`src/rtl/stepper_move_sequencer_if.sv`:
```
// Command, control and driver-side signals of one axis move sequencer.
// master: axis executor plus driver/limit environment; slave: the sequencer.
interface stepper_move_sequencer_if #(
  parameter int unsigned FIFO_DEPTH = 4,
  parameter int unsigned STEP_W     = 20,
  parameter int unsigned FEED_W     = 20
);
  localparam int unsigned LVL_W = $clog2(FIFO_DEPTH) + 1;

  logic              CmdValid;
  logic              CmdReady;
  logic [STEP_W-1:0] CmdStepCount;
  logic [FEED_W-1:0] CmdFeedRate;
  logic              CmdDirection;
  logic              Abort;
  logic              FaultClear;
  logic              LimitStart;
  logic              LimitEnd;
  logic              DrvStepWrite;
  logic [STEP_W-1:0] DrvStepCount;
  logic [FEED_W-1:0] DrvFeedRate;
  logic              DrvDirection;
  logic              DrvWaiting;
  logic              MoveDone;
  logic              Busy;
  logic [1:0]        FaultCode;
  logic [LVL_W-1:0]  QueueLevel;

  modport master (
    output CmdValid, CmdStepCount, CmdFeedRate, CmdDirection,
    output Abort, FaultClear, LimitStart, LimitEnd, DrvWaiting,
    input  CmdReady, DrvStepWrite, DrvStepCount, DrvFeedRate, DrvDirection,
    input  MoveDone, Busy, FaultCode, QueueLevel
  );

  modport slave (
    input  CmdValid, CmdStepCount, CmdFeedRate, CmdDirection,
    input  Abort, FaultClear, LimitStart, LimitEnd, DrvWaiting,
    output CmdReady, DrvStepWrite, DrvStepCount, DrvFeedRate, DrvDirection,
    output MoveDone, Busy, FaultCode, QueueLevel
  );
endinterface

```
`src/rtl/stepper_move_sequencer.sv`:
```
// Per-axis move sequencer: queues move commands and hands them one at a time
// to a Stepper_Driver over a level StepWrite / Waiting handshake.
module stepper_move_sequencer #(
  parameter int unsigned FIFO_DEPTH  = 4,
  parameter int unsigned STEP_W      = 20,
  parameter int unsigned FEED_W      = 20,
  parameter int unsigned ACK_TIMEOUT = 2000000
) (
  input logic                   Clock100Mhz,
  input logic                   Reset,
  stepper_move_sequencer_if.slave bus
);
  localparam int unsigned PtrW = $clog2(FIFO_DEPTH);
  localparam int unsigned LvlW = PtrW + 1;
  localparam int unsigned TmrW = $clog2(ACK_TIMEOUT + 1);
  localparam logic [TmrW-1:0] TmrMax  = TmrW'(ACK_TIMEOUT - 1);
  localparam logic [LvlW-1:0] LvlFull = LvlW'(FIFO_DEPTH);

  localparam logic [1:0] FaultNone    = 2'd0;
  localparam logic [1:0] FaultTimeout = 2'd1;
  localparam logic [1:0] FaultLimit   = 2'd2;
  localparam logic [1:0] FaultAbort   = 2'd3;

  typedef enum logic [2:0] {StIdle, StLoad, StStart, StRun, StFault} state_e;

  typedef struct packed {
    logic [STEP_W-1:0] steps;
    logic [FEED_W-1:0] feed;
    logic              dir;
  } cmd_t;

  state_e            state_q;
  cmd_t              mem_q [FIFO_DEPTH];
  logic [PtrW-1:0]   wr_ptr_q, rd_ptr_q;
  logic [LvlW-1:0]   level_q;
  logic [TmrW-1:0]   tmr_q;
  logic              step_write_q, move_done_q, drv_dir_q;
  logic [STEP_W-1:0] drv_step_q;
  logic [FEED_W-1:0] drv_feed_q;
  logic [1:0]        fault_q;

  cmd_t head;
  logic push, pop, timeout_hit, limit_hit, flush, cmd_ready;

  // Queue handshake and the conditions that throw the block into FAULT.
  always_comb begin
    head        = mem_q[rd_ptr_q];
    cmd_ready   = (level_q != LvlFull) && (state_q != StFault);
    push        = bus.CmdValid && cmd_ready;
    pop         = (state_q == StLoad) && !bus.Abort;
    timeout_hit = (state_q == StStart) && bus.DrvWaiting && (tmr_q == TmrMax);
    // Only a limit ahead of the direction of travel matters; the driver gates the rest.
    limit_hit   = (state_q == StRun) && (drv_dir_q ? bus.LimitEnd : bus.LimitStart);
    flush       = bus.Abort || timeout_hit || limit_hit;
  end

  // Command storage; contents need no reset since the level gates every read.
  always_ff @(posedge Clock100Mhz) begin
    if (push && !flush) begin
      mem_q[wr_ptr_q] <= '{steps: bus.CmdStepCount, feed: bus.CmdFeedRate, dir: bus.CmdDirection};
    end
  end

  // Queue pointers and level; a flush discards everything including a same-cycle push.
  always_ff @(posedge Clock100Mhz or negedge Reset) begin
    if (!Reset) begin
      wr_ptr_q <= '0;
      rd_ptr_q <= '0;
      level_q  <= '0;
    end else if (flush) begin
      wr_ptr_q <= '0;
      rd_ptr_q <= '0;
      level_q  <= '0;
    end else begin
      if (push) wr_ptr_q <= wr_ptr_q + PtrW'(1);
      if (pop)  rd_ptr_q <= rd_ptr_q + PtrW'(1);
      case ({push, pop})
        2'b10:   level_q <= level_q + LvlW'(1);
        2'b01:   level_q <= level_q - LvlW'(1);
        default: level_q <= level_q;
      endcase
    end
  end

  // Move FSM with registered driver outputs, completion pulse and fault code.
  always_ff @(posedge Clock100Mhz or negedge Reset) begin
    if (!Reset) begin
      state_q      <= StIdle;
      tmr_q        <= '0;
      step_write_q <= 1'b0;
      move_done_q  <= 1'b0;
      drv_step_q   <= '0;
      drv_feed_q   <= '0;
      drv_dir_q    <= 1'b0;
      fault_q      <= FaultNone;
    end else begin
      move_done_q <= 1'b0;
      if (bus.Abort) begin
        state_q      <= StFault;
        step_write_q <= 1'b0;
        fault_q      <= FaultAbort;
      end else begin
        case (state_q)
          StIdle: begin
            if ((level_q != '0) && bus.DrvWaiting && (fault_q == FaultNone)) state_q <= StLoad;
          end
          StLoad: begin
            drv_step_q <= head.steps;
            drv_feed_q <= head.feed;
            drv_dir_q  <= head.dir;
            tmr_q      <= '0;
            if (head.steps == '0) begin
              move_done_q <= 1'b1;
              state_q     <= StIdle;
            end else begin
              step_write_q <= 1'b1;
              state_q      <= StStart;
            end
          end
          StStart: begin
            if (!bus.DrvWaiting) begin
              step_write_q <= 1'b0;
              state_q      <= StRun;
            end else if (timeout_hit) begin
              step_write_q <= 1'b0;
              fault_q      <= FaultTimeout;
              state_q      <= StFault;
            end else begin
              tmr_q <= tmr_q + TmrW'(1);
            end
          end
          StRun: begin
            if (limit_hit) begin
              fault_q <= FaultLimit;
              state_q <= StFault;
            end else if (bus.DrvWaiting) begin
              move_done_q <= 1'b1;
              state_q     <= StIdle;
            end
          end
          StFault: begin
            step_write_q <= 1'b0;
            if (bus.FaultClear) begin
              fault_q <= FaultNone;
              state_q <= StIdle;
            end
          end
          default: state_q <= StIdle;
        endcase
      end
    end
  end

  assign bus.CmdReady     = cmd_ready;
  assign bus.DrvStepWrite = step_write_q;
  assign bus.DrvStepCount = drv_step_q;
  assign bus.DrvFeedRate  = drv_feed_q;
  assign bus.DrvDirection = drv_dir_q;
  assign bus.MoveDone     = move_done_q;
  assign bus.Busy         = (state_q != StIdle) || (level_q != '0);
  assign bus.FaultCode    = fault_q;
  assign bus.QueueLevel   = level_q;
endmodule

```
`src/flat_wrapper.sv`:
```
// flat-port wrapper written by rule: the top's interface ports become plain ports
module stepper_move_sequencer_flat 
#(
  parameter int unsigned FIFO_DEPTH  = 4,
  parameter int unsigned STEP_W      = 20,
  parameter int unsigned FEED_W      = 20,
  parameter int unsigned ACK_TIMEOUT = 2000000
)
  (Clock100Mhz, Reset, bus_CmdValid, bus_CmdStepCount, bus_CmdFeedRate, bus_CmdDirection, bus_Abort, bus_FaultClear, bus_LimitStart, bus_LimitEnd, bus_DrvWaiting, bus_CmdReady, bus_DrvStepWrite, bus_DrvStepCount, bus_DrvFeedRate, bus_DrvDirection, bus_MoveDone, bus_Busy, bus_FaultCode, bus_QueueLevel);
  stepper_move_sequencer_if #(.FIFO_DEPTH(FIFO_DEPTH), .STEP_W(STEP_W), .FEED_W(FEED_W)) bus_i ();
  input logic Clock100Mhz;
  input logic Reset;
  input wire logic [$bits(bus_i.CmdValid)-1:0] bus_CmdValid;
  input wire logic [$bits(bus_i.CmdStepCount)-1:0] bus_CmdStepCount;
  input wire logic [$bits(bus_i.CmdFeedRate)-1:0] bus_CmdFeedRate;
  input wire logic [$bits(bus_i.CmdDirection)-1:0] bus_CmdDirection;
  input wire logic [$bits(bus_i.Abort)-1:0] bus_Abort;
  input wire logic [$bits(bus_i.FaultClear)-1:0] bus_FaultClear;
  input wire logic [$bits(bus_i.LimitStart)-1:0] bus_LimitStart;
  input wire logic [$bits(bus_i.LimitEnd)-1:0] bus_LimitEnd;
  input wire logic [$bits(bus_i.DrvWaiting)-1:0] bus_DrvWaiting;
  output wire logic [$bits(bus_i.CmdReady)-1:0] bus_CmdReady;
  output wire logic [$bits(bus_i.DrvStepWrite)-1:0] bus_DrvStepWrite;
  output wire logic [$bits(bus_i.DrvStepCount)-1:0] bus_DrvStepCount;
  output wire logic [$bits(bus_i.DrvFeedRate)-1:0] bus_DrvFeedRate;
  output wire logic [$bits(bus_i.DrvDirection)-1:0] bus_DrvDirection;
  output wire logic [$bits(bus_i.MoveDone)-1:0] bus_MoveDone;
  output wire logic [$bits(bus_i.Busy)-1:0] bus_Busy;
  output wire logic [$bits(bus_i.FaultCode)-1:0] bus_FaultCode;
  output wire logic [$bits(bus_i.QueueLevel)-1:0] bus_QueueLevel;
  assign bus_i.CmdValid = bus_CmdValid;
  assign bus_i.CmdStepCount = bus_CmdStepCount;
  assign bus_i.CmdFeedRate = bus_CmdFeedRate;
  assign bus_i.CmdDirection = bus_CmdDirection;
  assign bus_i.Abort = bus_Abort;
  assign bus_i.FaultClear = bus_FaultClear;
  assign bus_i.LimitStart = bus_LimitStart;
  assign bus_i.LimitEnd = bus_LimitEnd;
  assign bus_i.DrvWaiting = bus_DrvWaiting;
  assign bus_CmdReady = bus_i.CmdReady;
  assign bus_DrvStepWrite = bus_i.DrvStepWrite;
  assign bus_DrvStepCount = bus_i.DrvStepCount;
  assign bus_DrvFeedRate = bus_i.DrvFeedRate;
  assign bus_DrvDirection = bus_i.DrvDirection;
  assign bus_MoveDone = bus_i.MoveDone;
  assign bus_Busy = bus_i.Busy;
  assign bus_FaultCode = bus_i.FaultCode;
  assign bus_QueueLevel = bus_i.QueueLevel;
  stepper_move_sequencer #(.FIFO_DEPTH(FIFO_DEPTH), .STEP_W(STEP_W), .FEED_W(FEED_W), .ACK_TIMEOUT(ACK_TIMEOUT)) u_core (.Clock100Mhz(Clock100Mhz), .Reset(Reset), .bus(bus_i));
endmodule
```
`config.mk`:
```
export PLATFORM = sky130hd
export DESIGN_NAME = stepper_move_sequencer_flat
export DESIGN_NICKNAME = d
export VERILOG_FILES = /design/src/rtl/stepper_move_sequencer_if.sv /design/src/rtl/stepper_move_sequencer.sv /design/src/flat_wrapper.sv
export SDC_FILE = /design/constraint.sdc
export NUM_CORES = 1
export LEC_CHECK = 0
export CAP_MARGIN = 20
export CORE_AREA = 3 3 204 156
export DETAILED_ROUTE_END_ITERATION = 16
export DIE_AREA = 0 0 207 159
export PLACE_DENSITY = 0.56
export SYNTH_ARGS = -nofsm -noshare
export SYNTH_HDL_FRONTEND = slang
export SYNTH_SLANG_ARGS = --single-unit
```
`constraint.sdc`:
```
create_clock -name Clock100Mhz -period 4.2 [get_ports Clock100Mhz]
set_clock_uncertainty 0.2 [all_clocks]
set_input_delay 0.42 -clock Clock100Mhz [delete_from_list [all_inputs] [get_ports Clock100Mhz]]
set_output_delay 0.42 -clock Clock100Mhz [all_outputs]
set_load 0.05 [all_outputs]
```
Word-level counts from Yosys, hierarchy flattened
Memory sizes are Yosys's and may differ from the RTL's.
Cells that the tools add are included.
{ "totals": {"reg_bits": 76, "wordCells": 104, "ram_bits": 164, "n_memories": 1} }
{ "mem_list": {"columns": ["memory", "words", "width", "read_ports", "rd_ports_with_merged_regs", "wr", "line", "source"], "rows": [
  ["u_core.mem_q", 4, 41, 1, 0, 1, "stepper_move_sequencer.sv:33", "cmd_t mem_q [FIFO_DEPTH];"]
]} }
{ "op_classes": {"bitwise_logic": 1, "muxes": 37, "reduce_logical": 30, "n_addsub": 5, "n_eq_ne": 19} }
{ "ops": {"columns": ["operator", "n"], "rows": [
  ["$mux 21", 2],
  ["$pmux 21 s2", 1],
  ["$mux 3", 8],
  ["$add 21x1->21 const B", 1],
  ["$eq 21x21->1 const B", 1],
  ["$logic_not 20->1", 1],
  ["$mux 2", 10],
  ["$ne 3x3->1 const B", 5],
  ["$pmux 3 s5", 1],
  ["$mux 1", 11],
  ["$logic_and 1x1->1", 9],
  ["$ne 3x2->1 const B", 3],
  ["$reduce_bool 3->1", 3],
  ["$ne 4x3->1 const B", 2],
  ["$reduce_and 4->1", 2],
  ["$reduce_bool 4->1", 2],
  ["$eq 3x2->1 const B", 2],
  ["$pmux 2 s3", 1],
  ["$pmux 3 s2", 1],
  ["$reduce_bool 2->1", 3],
  ["$reduce_and 5->1", 1],
  ["$add 2x1->2 const B", 2],
  ["$ne 2x2->1 const B", 2],
  ["$add 3x1->3 const B", 1],
  ["other kinds (14)", 17]
]} }

Depth between registers and ports, before layout
Gate-level depths: netlist (run 1).
{ "logic_depth": {"ltp_word": 9, "depth_mapped": 14, "ltp_nobuf": 10} }

Worst setup path before layout (run 1)
No wires, ideal clock.
{ "synth_path": {"path_type": "reg2reg", "start": "register u_core.level_q[0] (netlist: u_core.bus.QueueLevel[0])", "end": "memory u_core.mem_q[2][0] (netlist name), enable pin", "setup_ns": 0.402, "path_buffers": 0, "arrival_ns": 3.443, "path_stages_with_launch": 6, "period_less_slack_ns": 4.045, "slack_ns": 0.155, "cell_sequence": "dfrtp_1 -> inv_1 -> a31oi_1 -> nand2_1 -> nor3_1 -> and2_1"} }
{ "synth_via": {"elab_chain_len": 6} }
{ "synth_rtl": {"columns": ["item", "line", "source"], "rows": [
  ["from (decl)", "stepper_move_sequencer.sv:35", "logic [LvlW-1:0] level_q;"],
  ["from (signal assigned)", "stepper_move_sequencer.sv:78", "2'b10: level_q <= level_q + LvlW'(1);"],
  ["from (signal assigned)", "stepper_move_sequencer.sv:79", "2'b01: level_q <= level_q - LvlW'(1);"],
  ["from (signal assigned)", "stepper_move_sequencer.sv:80", "default: level_q <= level_q;"],
  ["$ne 3x3->1", "stepper_move_sequencer.sv:48", "cmd_ready = (level_q != LvlFull) && (state_q != StFault);"],
  ["$logic_and 1x1->1", "stepper_move_sequencer.sv:48", null],
  ["named net bus_CmdReady", "flat_wrapper.sv:22", "output wire logic [$bits(bus_i.CmdReady)-1:0] bus_CmdReady;"],
  ["$logic_and 1x1->1", "stepper_move_sequencer.sv:49", "push = bus.CmdValid && cmd_ready;"],
  ["$logic_and 1x1->1", "stepper_move_sequencer.sv:59", "if (push && !flush) begin"],
  ["$mux 1", "stepper_move_sequencer.sv:59", null],
  ["$mux 1 (implied by the code)", "stepper_move_sequencer.sv:60", "mem_q[wr_ptr_q] <= '{steps: bus.CmdStepCount, feed: bus.CmdFeedRate, dir: bus.CmdDirection};"],
  ["to (decl)", "stepper_move_sequencer.sv:33", null]
]} }
The timed path passes the listed nets, and every way through them passes these cells.

Final worst setup path (run 1)
{ "layout_path": {"start": "register u_core.state_q[2]", "end": "output port bus_CmdReady"} }
{ "layout_via": {"elab_chain_len": 2} }
{ "layout_rtl": {"columns": ["item", "line", "source"], "rows": [
  ["from (decl)", "stepper_move_sequencer.sv:32", "state_e state_q;"],
  ["from (signal assigned)", "stepper_move_sequencer.sv:88", "state_q <= StIdle;"],
  ["from (signal assigned)", "stepper_move_sequencer.sv:99", "state_q <= StFault;"],
  ["from (signal assigned)", "stepper_move_sequencer.sv:105", "if ((level_q != '0) && bus.DrvWaiting && (fault_q == FaultNone)) state_q <= StLoad;"],
  ["$ne 3x3->1", "stepper_move_sequencer.sv:48", null],
  ["$logic_and 1x1->1", "stepper_move_sequencer.sv:48", null],
  ["to (decl)", "flat_wrapper.sv:22", null]
]} }
No other way between the ends.

==> metrics.txt, run 1 <==
die footprint=0.0329 mm2; share of synthesized registers carrying an async set or reset=0.317; cell type with the highest aggregate area in the netlist=sky130_fd_sc_hd__edfxtp_1; post-synthesis cell count=621; Inserted Clock Buffers=25; mean cell area of the mapped netlist=15.4 um2; Compound-Gate Fraction of Synth Area=0.0352; CP startpoint kind=register; netlist area before placement=0.00956 mm2; number of nets produced by synthesis=about 680; Adder-Cell Fraction of Synth Area=0.00995; library cell used as clock root buffer=sky130_fd_sc_hd__clkbuf_16; detailed-route via count=5379; number of register bits inferred by synthesis=240; status=complete, no violations; Final Hold Viols=0; die extent in x=207 um; Synth Area in XOR/XNOR=0.0119; path class of the lowest-slack min-delay path=primary input to asynchronous set/reset pin; Slew Limit Fails=0; top cells by area in the synthesized netlist=sky130_fd_sc_hd__edfxtp_1, sky130_fd_sc_hd__dfrtp_1, sky130_fd_sc_hd__mux4_2, sky130_fd_sc_hd__nand2_1, sky130_fd_sc_hd__xnor2_1; worst reg2reg path startpoint=u_core.state_q[2]; area share of the largest cell type after synthesis=0.515; total power after layout=5910 uW; number of routed nets with antenna violations=0; required time reported for the critical path endpoint=between 3 and 4 ns; area of all placed cells without fillers=0.0118 mm2; category of the worst setup path capture point=output pin; r2r worst-path depth=6; Die Height=159 um; critical register-to-register path endpoint=u_core.mem_q[0][24]; type of the worst setup path=register to output pin; Post-Place Setup Slack=0.822 ns; sequential share of the synthesized area=0.714; detailed router's first-iteration violation count=372; warnings from Yosys=0; power density normalized to cell area=500 mW/mm2; total global-route track usage=0.128; clock tree from TritonCTS=built; synth-to-layout area growth=23.7%; top-count cell post-synth=sky130_fd_sc_hd__edfxtp_1; data arrival time at the worst-slack endpoint=between 2 and 2.5 ns; antenna violations before repair=1; detailed placement HPWL=approximately 14000 um; number of global-route vias before repair=5650; weighted congestion at the end of routability-driven global placement=0.764; routed len/inst=18.4 um; number of nets in the final layout=a little under 800; number of violations of the max-capacitance limit=0; number of levels in the clock H-tree=1; boundary pin count=slightly below 100; Final period util=0.727; pin count of the biggest net entering global routing=66; final critical delay including setup and external delays=3.05 ns; multiplexer share of the synthesized area=0.0998; maximum fanout count along the critical path=9; number of unique standard cell types used by synthesis=54; remaining design rule violation count=0; most used standard cells in the synthesized netlist=sky130_fd_sc_hd__edfxtp_1, sky130_fd_sc_hd__nand2_1, sky130_fd_sc_hd__dfrtp_1; effective utilization at floorplan=0.319; Routed WL=about 21000 um; share of post-route cells with drive strength above 1=0.133; peak ir drop on the vdd network=0.000270 V; maximum buffer depth of the clock tree=3; detailed-route vias per instance=around 4.7; worst slew margin relative to its limit=0.500; clk slew on worst S/H paths=0.06 ns; WHS=approximately 0.26 ns; standard-cell row count=55; setup violators final=0; worst setup slack for register-to-register paths=1.17 ns; transition time at the pin with the least slew margin=~0.75 ns; Post-synth EDFFs=approximately 160; first drt pass iteration count=5; Core Footprint=0.0300 mm2; IO Port Bufs=98; CTS sink cnt=240; leakage=0.00421 uW; placed inst area=between 0.01 and 0.015 mm2; post-route setup TNS=0 ns; most instantiated flip-flop cell in the synthesis netlist=sky130_fd_sc_hd__edfxtp_1; worst path setup slack after routing=1.15 ns; ANT cells=0; insertion delay of the later-clocked pin in the worst-skew pair=0.53 ns; global route total overflow=0; post-synthesis share of cell area spent on and, or, nand and nor gates=0.108; maximum clock rate=0.327 GHz; setup repair after global routing missed its margin=false; first-pass GRT wire length=33600 um; combinational family with the most area after synthesis=simple AND/OR/NAND/NOR gates; post-CTS sizing=0
==> layout make-up <==
type / count / area [um2]
clock buffers: 39 / 718
clock inverters: 7 / 80.1
fillers: 2832 / 18200
inverters: 13 / 48.8
multi-input cells: 338 / 2540
flip-flops and latches: 240 / 6830
well taps: 399 / 499
repair buffers: 108 / 1110
==> logic make-up (layout without fill, tap and decap cells) <==
group / count (synthesis) / count (layout)
compound gates: 49 / 49
xor+xnor: 13 / 13
fa+ha+maj: 7 / 7
buf+inv: 43 / 167
flops: 240 / 240
mux: 44 / 44
simple gates: 225 / 225
==> report_power, final <==
group	total [uW]	switching, uW	internal (uW)
sequential	2780	91.2	2690
combinational	989	656	333
clock	2140	896	1240
total	5910	1640	4270
==> through the flow <==
stage                      util  std cells
after floorplan               -        621
after global placement    0.367       1097
after detailed placement  0.367       1097
after CTS                 0.394       1144
after global routing      0.394       1144
final                     0.394       1144
==> cell usage in the layout, fill, tap and decap left out, types with 4 or more instances in the layout <==
cell	n
sky130_fd_sc_hd__mux4_2	41
sky130_fd_sc_hd__ha_1	6
sky130_fd_sc_hd__nor3_1	7
sky130_fd_sc_hd__inv_1	12
sky130_fd_sc_hd__edfxtp_1	164
sky130_fd_sc_hd__clkbuf_16	25
sky130_fd_sc_hd__or3_1	5
sky130_fd_sc_hd__nor4_1	8
sky130_fd_sc_hd__buf_12	4
sky130_fd_sc_hd__buf_4	6
sky130_fd_sc_hd__xnor2_1	10
sky130_fd_sc_hd__o31ai_1	7
sky130_fd_sc_hd__clkdlybuf4s50_1	97
sky130_fd_sc_hd__or4_1	5
sky130_fd_sc_hd__dfrtp_1	74
sky130_fd_sc_hd__and2_2	4
sky130_fd_sc_hd__a211oi_1	7
sky130_fd_sc_hd__nand2_1	140
sky130_fd_sc_hd__clkbuf_8	4
sky130_fd_sc_hd__nand3_1	8
sky130_fd_sc_hd__o21ai_1	4
sky130_fd_sc_hd__a21oi_1	11
sky130_fd_sc_hd__nor2_1	20
sky130_fd_sc_hd__clkbuf_1	10
==> worst max path at each step <==
stage                        startpoint                  end  slack, ns  cells after the start
6_report              u_core.state_q[2]         bus_CmdReady       1.15                      3
5_1_grt               u_core.state_q[0]  u_core.mem_q[0][24]       0.94                      6
4_1_cts               u_core.state_q[2]         bus_CmdReady       1.13                      3
3_5_place_dp             bus_DrvWaiting  u_core.mem_q[0][19]       0.82                      7
3_3_place_gp             bus_DrvWaiting  u_core.mem_q[0][28]       0.85                      7
2_1_floorplan  u_core.bus.QueueLevel[0]   u_core.mem_q[2][0]       0.15                      5
==> what timing repair did <==
item / 4_1_cts / 5_1_grt
hold buffers: 1 / 0
setup buffers: 0 / 0
hold endpoints to repair: 44 / 0
==> registers in the layout, indices dropped and copies added, names as in the netlist <==
signal                   cells
u_core.bus.DrvStepWrite      1
u_core.bus.FaultCode         2
u_core.bus.DrvStepCount     20
u_core.wr_ptr_q              2
u_core.tmr_q                21
u_core.bus.DrvDirection      1
u_core.state_q               3
u_core.bus.DrvFeedRate      20
u_core.mem_q               164
u_core.bus.MoveDone          1
u_core.rd_ptr_q              2
u_core.bus.QueueLevel        3
==> metal layers <==
metal / part of all wire / global-route usage / vias up
met5: 0.00033 / 0 / -
met1: 0.49 / 0.192 / 2699
met3: 0.051 / 0.0274 / 29
met2: 0.44 / 0.193 / 116
met4: 0.015 / 0.0234 / 2
li1: - / - / 2533
==> worst max-delay path: stages, from the launching register on <==
cell                              delay, ns
sky130_fd_sc_hd__dfrtp_1               0.47
sky130_fd_sc_hd__nor3b_1               0.22
sky130_fd_sc_hd__a31oi_1               0.33
sky130_fd_sc_hd__clkdlybuf4s50_1       0.89
No activity file was read; power rests on OpenSTA's default activity.
==> run 2, diff against run 1 <==
==> constraint.sdc (replaced) <==
create_clock -name Clock100Mhz -period 3.04 [get_ports Clock100Mhz]
set_clock_uncertainty 0.2 [all_clocks]
set_input_delay 0.304 -clock Clock100Mhz [delete_from_list [all_inputs] [get_ports Clock100Mhz]]
set_output_delay 0.304 -clock Clock100Mhz [all_outputs]
set_load 0.05 [all_outputs]
==> run 2 against run 1 <==
- register-to-register slack got worse by 0.71 ns
- combinational power increased by 40%
- sequential power increased by 38%
- die area unchanged
- first-iteration DRC count increased by 15%
- non-clock buffer count increased by 20
- worst hold slack got worse by 0.10 ns
- cell count increased by 1.7%
- clock power increased by 39%
- final area increased by 1.7%
==> metrics.txt, run 2 (same netlist as run 1, synthesis figures left out) <==
number of levels in the clock H-tree=1; met3 demand-to-capacity share in global routing=0.0276; setup violators final=0; power density normalized to cell area=681 mW/mm2; Core Footprint=about 0.030 mm2; Slew Limit Fails=0; count of non-filler cells in the finished layout=around 1200; number of routed nets with antenna violations=0; Buffers & Inverters on Critical Path=1; utilization after layout=0.401; Die Height=about 160 um; post-CTS sizing=0; IO Port Bufs=98; type of the worst setup path=register to output pin; setup repair after global routing missed its margin=false; worst slew margin relative to its limit=0.493; detailed-route via count=5509; Routed WL=about 21000 um; total power after layout=8190 uW; pin count of the biggest net entering global routing=66; total global-route track usage=0.129; leakage=0.00433 uW; die extent in x=207 um; maximum fanout count along the critical path=9; antenna violations before repair=1; setup repair bufs after CTS=0; maximum clock rate=0.360 GHz; first-pass GRT wire length=34000 um; Final Hold Viols=0; detailed placement HPWL=13700 um; category of the worst setup path capture point=output pin; detailed router's first-iteration violation count=429; die footprint=0.0329 mm2; count of filler cells inserted in the layout=2823; insertion delay of the later-clocked pin in the worst-skew pair=0.53 ns; cts hold-fix bufs=1; Final period util=0.913; critical path, cell by cell=nor3b_1 -> a31oi_2 -> clkdlybuf4s50_1; number of violations of the max-capacitance limit=0; WHS=0.157 ns; delay contributed by the slowest stage of the critical path=a little under 0.9 ns; CTS sink cnt=between 200 and 250; top library cells by usage in the layout, fill and taps aside=sky130_fd_sc_hd__edfxtp_1, sky130_fd_sc_hd__nand2_1, sky130_fd_sc_hd__clkdlybuf4s50_1, sky130_fd_sc_hd__dfrtp_1, sky130_fd_sc_hd__mux4_2; final critical delay including setup and external delays=2.77 ns; CP startpoint kind=register; number of global-route vias before repair=5771; routed len/inst=18.4 um; boundary pin count=99; Inserted Clock Buffers=25; Worst path top cell family by delay=buffers and inverters; first drt pass iteration count=5; peak ir drop on the vdd network=0.000432 V; synth-to-layout area growth=25.8%; global-route met1 utilization=0.195; met2 track demand over resource=0.193; detailed-route vias per instance=4.73; post-route setup TNS=0 ns; Cells after DPL=1117; global route total overflow=0; weighted congestion at the end of routability-driven global placement=0.788; max reg flops=approximately 160; clk slew on worst S/H paths=~0.06 ns; share of post-route cells with drive strength above 1=0.159; most flop-heavy register=u_core.mem_q; number of nets in the final layout=802; launching element of the worst setup path=u_core.state_q[2]; required time reported for the critical path endpoint=2.54 ns; data arrival time at the worst-slack endpoint=2.27 ns; path class of the lowest-slack min-delay path=primary input to asynchronous set/reset pin; slowest cell on the critical path=sky130_fd_sc_hd__clkdlybuf4s50_1; standard-cell row count=between 50 and 60; Top Usage Layer GRT=met1; library cell used as clock root buffer=sky130_fd_sc_hd__clkbuf_16; maximum buffer depth of the clock tree=3; registers with the most flip-flops=u_core.mem_q x164, u_core.tmr_q x21; most common cell after layout, fill and taps aside=sky130_fd_sc_hd__edfxtp_1; effective utilization at floorplan=0.319; status=complete, no violations; transition time at the pin with the least slew margin=0.761 ns; ANT cells=0; clock tree from TritonCTS=built; worst reg2reg path startpoint=u_core.rd_ptr_q[1]; remaining design rule violation count=0
-- run 2: cell count changes in the layout (fill, tap and decap cells not counted), sizes merged --
cell,previous run,this run
inv,14,15
clkbuf,39,30
clkinv,3,10
buf,10,30
bufinv,1,2
-- run 2: final cells by class --
| type | count | area (um2) | share of cell area |
|---|---|---|---|
| Tap cell | 399 | 499 | 0.0415 |
| Multi-Input combinational cell | 338 | 2550 | 0.212 |
| Timing Repair Buffer | 128 | 1310 | 0.109 |
| Sequential cell | 240 | 6830 | 0.568 |
| Clock inverter | 16 | 153 | 0.0127 |
| Clock buffer | 30 | 644 | 0.0536 |
| Inverter | 13 | 48.8 | 0.00406 |
-- run 2: path summary, 6_finish.rpt --
check / to / slack (ns) / cells past startpoint
min in group Clock100Mhz: u_core.wr_ptr_q[1] / 0.18 / 3
hold / removal: u_core.bus.DrvFeedRate[11] / 0.16 / 2
max in group asynchronous: u_core.bus.DrvStepCount[6] / 1.85 / 3
setup reg to reg: u_core.bus.DrvStepWrite / 0.46 / 6
hold reg to reg: u_core.bus.DrvFeedRate[6] / 0.27 / 2
setup / recovery: bus_CmdReady / 0.27 / 3
-- run 2: report_power, final --
part | switching, uW | internal, uW
Sequential | 117 | 3720
Clock | 1270 | 1700
Combinational | 909 | 475
Total | 2290 | 5890
-- run 2: layer usage --
layer / wire length (um) / part of all wire
met1: 10500 / 0.49
met4: 347 / 0.016
met3: 1300 / 0.061
met2: 9270 / 0.43
met5: 12 / 0.00056
-- run 2: through the flow --
step / area, um2 / setup WS [ns]
after floorplan: 9570 / -0.167
after global placement: 11200 / 0.364
after detailed placement: 11200 / 0.340
after CTS: 12000 / 0.233
after global routing: 12000 / 0.173
final: 12000 / 0.266
==> RTL edit (settings of run 1) <==
The 5 states of `state_e` get a one-hot encoding in 5 bits.
--- a/src/rtl/stepper_move_sequencer.sv
+++ b/src/rtl/stepper_move_sequencer.sv
@@ -23,3 +23,3 @@
 
-  typedef enum logic [2:0] {StIdle, StLoad, StStart, StRun, StFault} state_e;
+  typedef enum logic [4:0] {StIdle = 5'b00001, StLoad = 5'b00010, StStart = 5'b00100, StRun = 5'b01000, StFault = 5'b10000} state_e;
 
Formal check against the unedited RTL: same outputs for any inputs over 4 cycles, from zero or initial values and one cycle with Reset low; so few cycles prove little.
==> RTL edit against run 1 <==
- cell area increased by 1.2%
- clock power decreased by 3%
- first-iteration DRC count decreased by 25%
- count of clock-buffer cells in the layout decreased by 2
- sequential cell count increased by 2
- global-route usage about the same
- setup slack got worse by 0.088 ns
- sequential power increased by 2%
- area after synthesis increased by 1.0%
- sequential share of layout area decreased by 0.26 points
- wire length decreased by 0.53%
- total power increased by 0.84%
- largest cell class unchanged
==> RTL edit: results (changes against run 1) <==
Placed design
  – DP HPWL: 13400 um (was 13600 um)
  – Dpl ws: 0.887 ns (was 0.822 ns)

Pwr
  – Peak VDD IR: 0.356 mV (was 0.270 mV)
  – Power, Total: 0.00596 W (was 0.00591 W)
  – Leakage: 4.36 nW (was 4.21 nW)

Global route
  – GR Layer Usage met3: 2.88% (was 2.74%)
  – Vias in the first global route: 5859 (was 5650)
  – Largest net degree at the start of global routing: 63 (was 66)
  – M1 GR Usage: 18.7% (was 19.2%)
  – GRT Util Overall: 12.8% (about the same)
  – M2 GR Usage: 19.8% (was 19.3%)
  – First-pass GRT wire length: 33800 um (was 33600 um)

Final layout
  – Total Nets Final: 806 (was 782)
  – Layout cells sized above 1: 13.5% (was 13.3%)

Worst setup path
  – Worst R2R Setup Slack: 1.10 ns (was 1.17 ns)
  – Critical Path Source: u_core.state_q[0]$_DFFE_PN1P_ (was u_core.state_q[2]$_DFFE_PN0P_)
  – Worst r2r dst: u_core.state_q[0]$_DFFE_PN1P_ (was u_core.mem_q[0][24]$_DFFE_PP_)
  – CP Max Fanout: 5 (was 9)
  – Critical R2R Launch: u_core.rd_ptr_q[0]$_DFFE_PN0P_ (was u_core.state_q[2]$_DFFE_PN0P_)
  – Reg2Reg Depth: 5 (was 6)

Synthesis
  – Largest cells by area after synthesis: edfxtp_1 51%, dfrtp_1 20%, mux4_2 9.1%, nand2_1 5.5%, a21oi_1 0.78% (was edfxtp_1 52%, dfrtp_1 20%, mux4_2 9.7%, nand2_1 5.5%, xnor2_1 0.92%)
  – Cell variety after synth: 59 (was 54)
  – Async SR Flop Fraction: 32.2% (was 31.7%)

Drt
  – Via count: 5536 (was 5379)
  – Router iterations before antenna repair: 4 (was 5)
  – Routed wire per std cell: 17.9 um (was 18.4 um)
  – Drt initial violations: 279 (was 372)

STA
  – Relative slew slack: 42.6% (was 50.0%)

Status
  – Outcome: complete, no violations (unchanged)

Min path
  – Hold/Removal Path Class: reg -> reg (was in -> async)
[RTL edit: changes by cell type after synthesis, moves of 4 or more]
cell,before,now
a211oi_1,7,2
o21ai_0,2,8
buf_2,15,3
or3_1,5,11
nor4_1,8,4
nand3_1,8,15
and2_1,6,2
xor2_1,3,7
xnor2_1,10,5
nand4_1,3,7
a21oi_1,11,15
buf_1,1,7
[RTL edit: cell families (layout without fill, tap and decap cells)]
logic type / Yosys count / in the layout / synth area share (%)
flip-flops: 242 / 242 / 71.3
AND/OR/NAND/NOR: 236 / 236 / 11.3
AO/OA/AOI/OAI: 51 / 51 / 3.42
multiplexers: 44 / 44 / 9.97
buffers and inverters: 43 / 177 / 2.00
XOR/XNOR: 12 / 12 / 1.09
adder cells (fa/ha/maj): 7 / 7 / 0.985
[RTL edit: critical path, stage by stage (launching register included)]
cell	delay (ns)
dfstp_2	0.58
nor2_1	0.09
a32oi_1	0.40
clkdlybuf4s50_1	0.93
[RTL edit: metal layers]
layer / up-vias / wire, um
met1: 2768 / 9980
met5: - / 13
met4: 2 / 278
li1: 2611 / -
met3: 24 / 1130
met2: 131 / 9490
[RTL edit: how the worst min path moves through the flow]
stage	endpoint	slack (ns)	cells past startpoint
after CTS	u_core.wr_ptr_q[1]$_DFFE_PN0P_	0.27	3
final	u_core.bus.DrvStepCount[3]$_DFFE_PN0P_	0.27	2
after global placement	u_core.bus.DrvFeedRate[11]$_DFFE_PN0P_	0.26	2
after detailed placement	u_core.bus.DrvFeedRate[1]$_DFFE_PN0P_	0.26	2
after global routing	u_core.wr_ptr_q[1]$_DFFE_PN0P_	0.29	3
after floorplan	u_core.bus.DrvDirection$_DFFE_PN0P_	-0.08	0
[RTL edit: report_power, final]
group | switching (W) | internal, W | total (W)
Combinational | 0.000689 | 0.000352 | 0.00104
Clock | 0.000894 | 0.00118 | 0.00208
Sequential | 0.000104 | 0.00274 | 0.00284
Total | 0.00169 | 0.00427 | 0.00596
[RTL edit: stage by stage]
step	std cells	hold slack [ns]	utilization (%)	TNS (ns)	cell area (um^2)
after floorplan	635	-0.0756	-	-44.25	9670
after global placement	1121	0.260	37.2	0	11200
after detailed placement	1121	0.262	37.2	0	11200
after CTS	1168	0.272	39.9	0	12000
after global routing	1168	0.288	39.9	0	12000
final	1168	0.270	39.9	0	12000
[RTL edit: cell type report]
type / instances / area [um^2]
timing repair buffer: 114 / 1110
clock buffer: 37 / 711
fill: 2825 / 18000
multi-input combinational: 350 / 2630
inverter: 17 / 63.8
sequential: 242 / 6880
tap: 399 / 499
clock inverter: 9 / 70.1
[RTL edit: timing repair]
action | CTS | global route
resized for setup | 0 | 0
setup endpoints to repair | 0 | 0
hold endpoints to repair | 51 | 0
hold buffers | 1 | 0
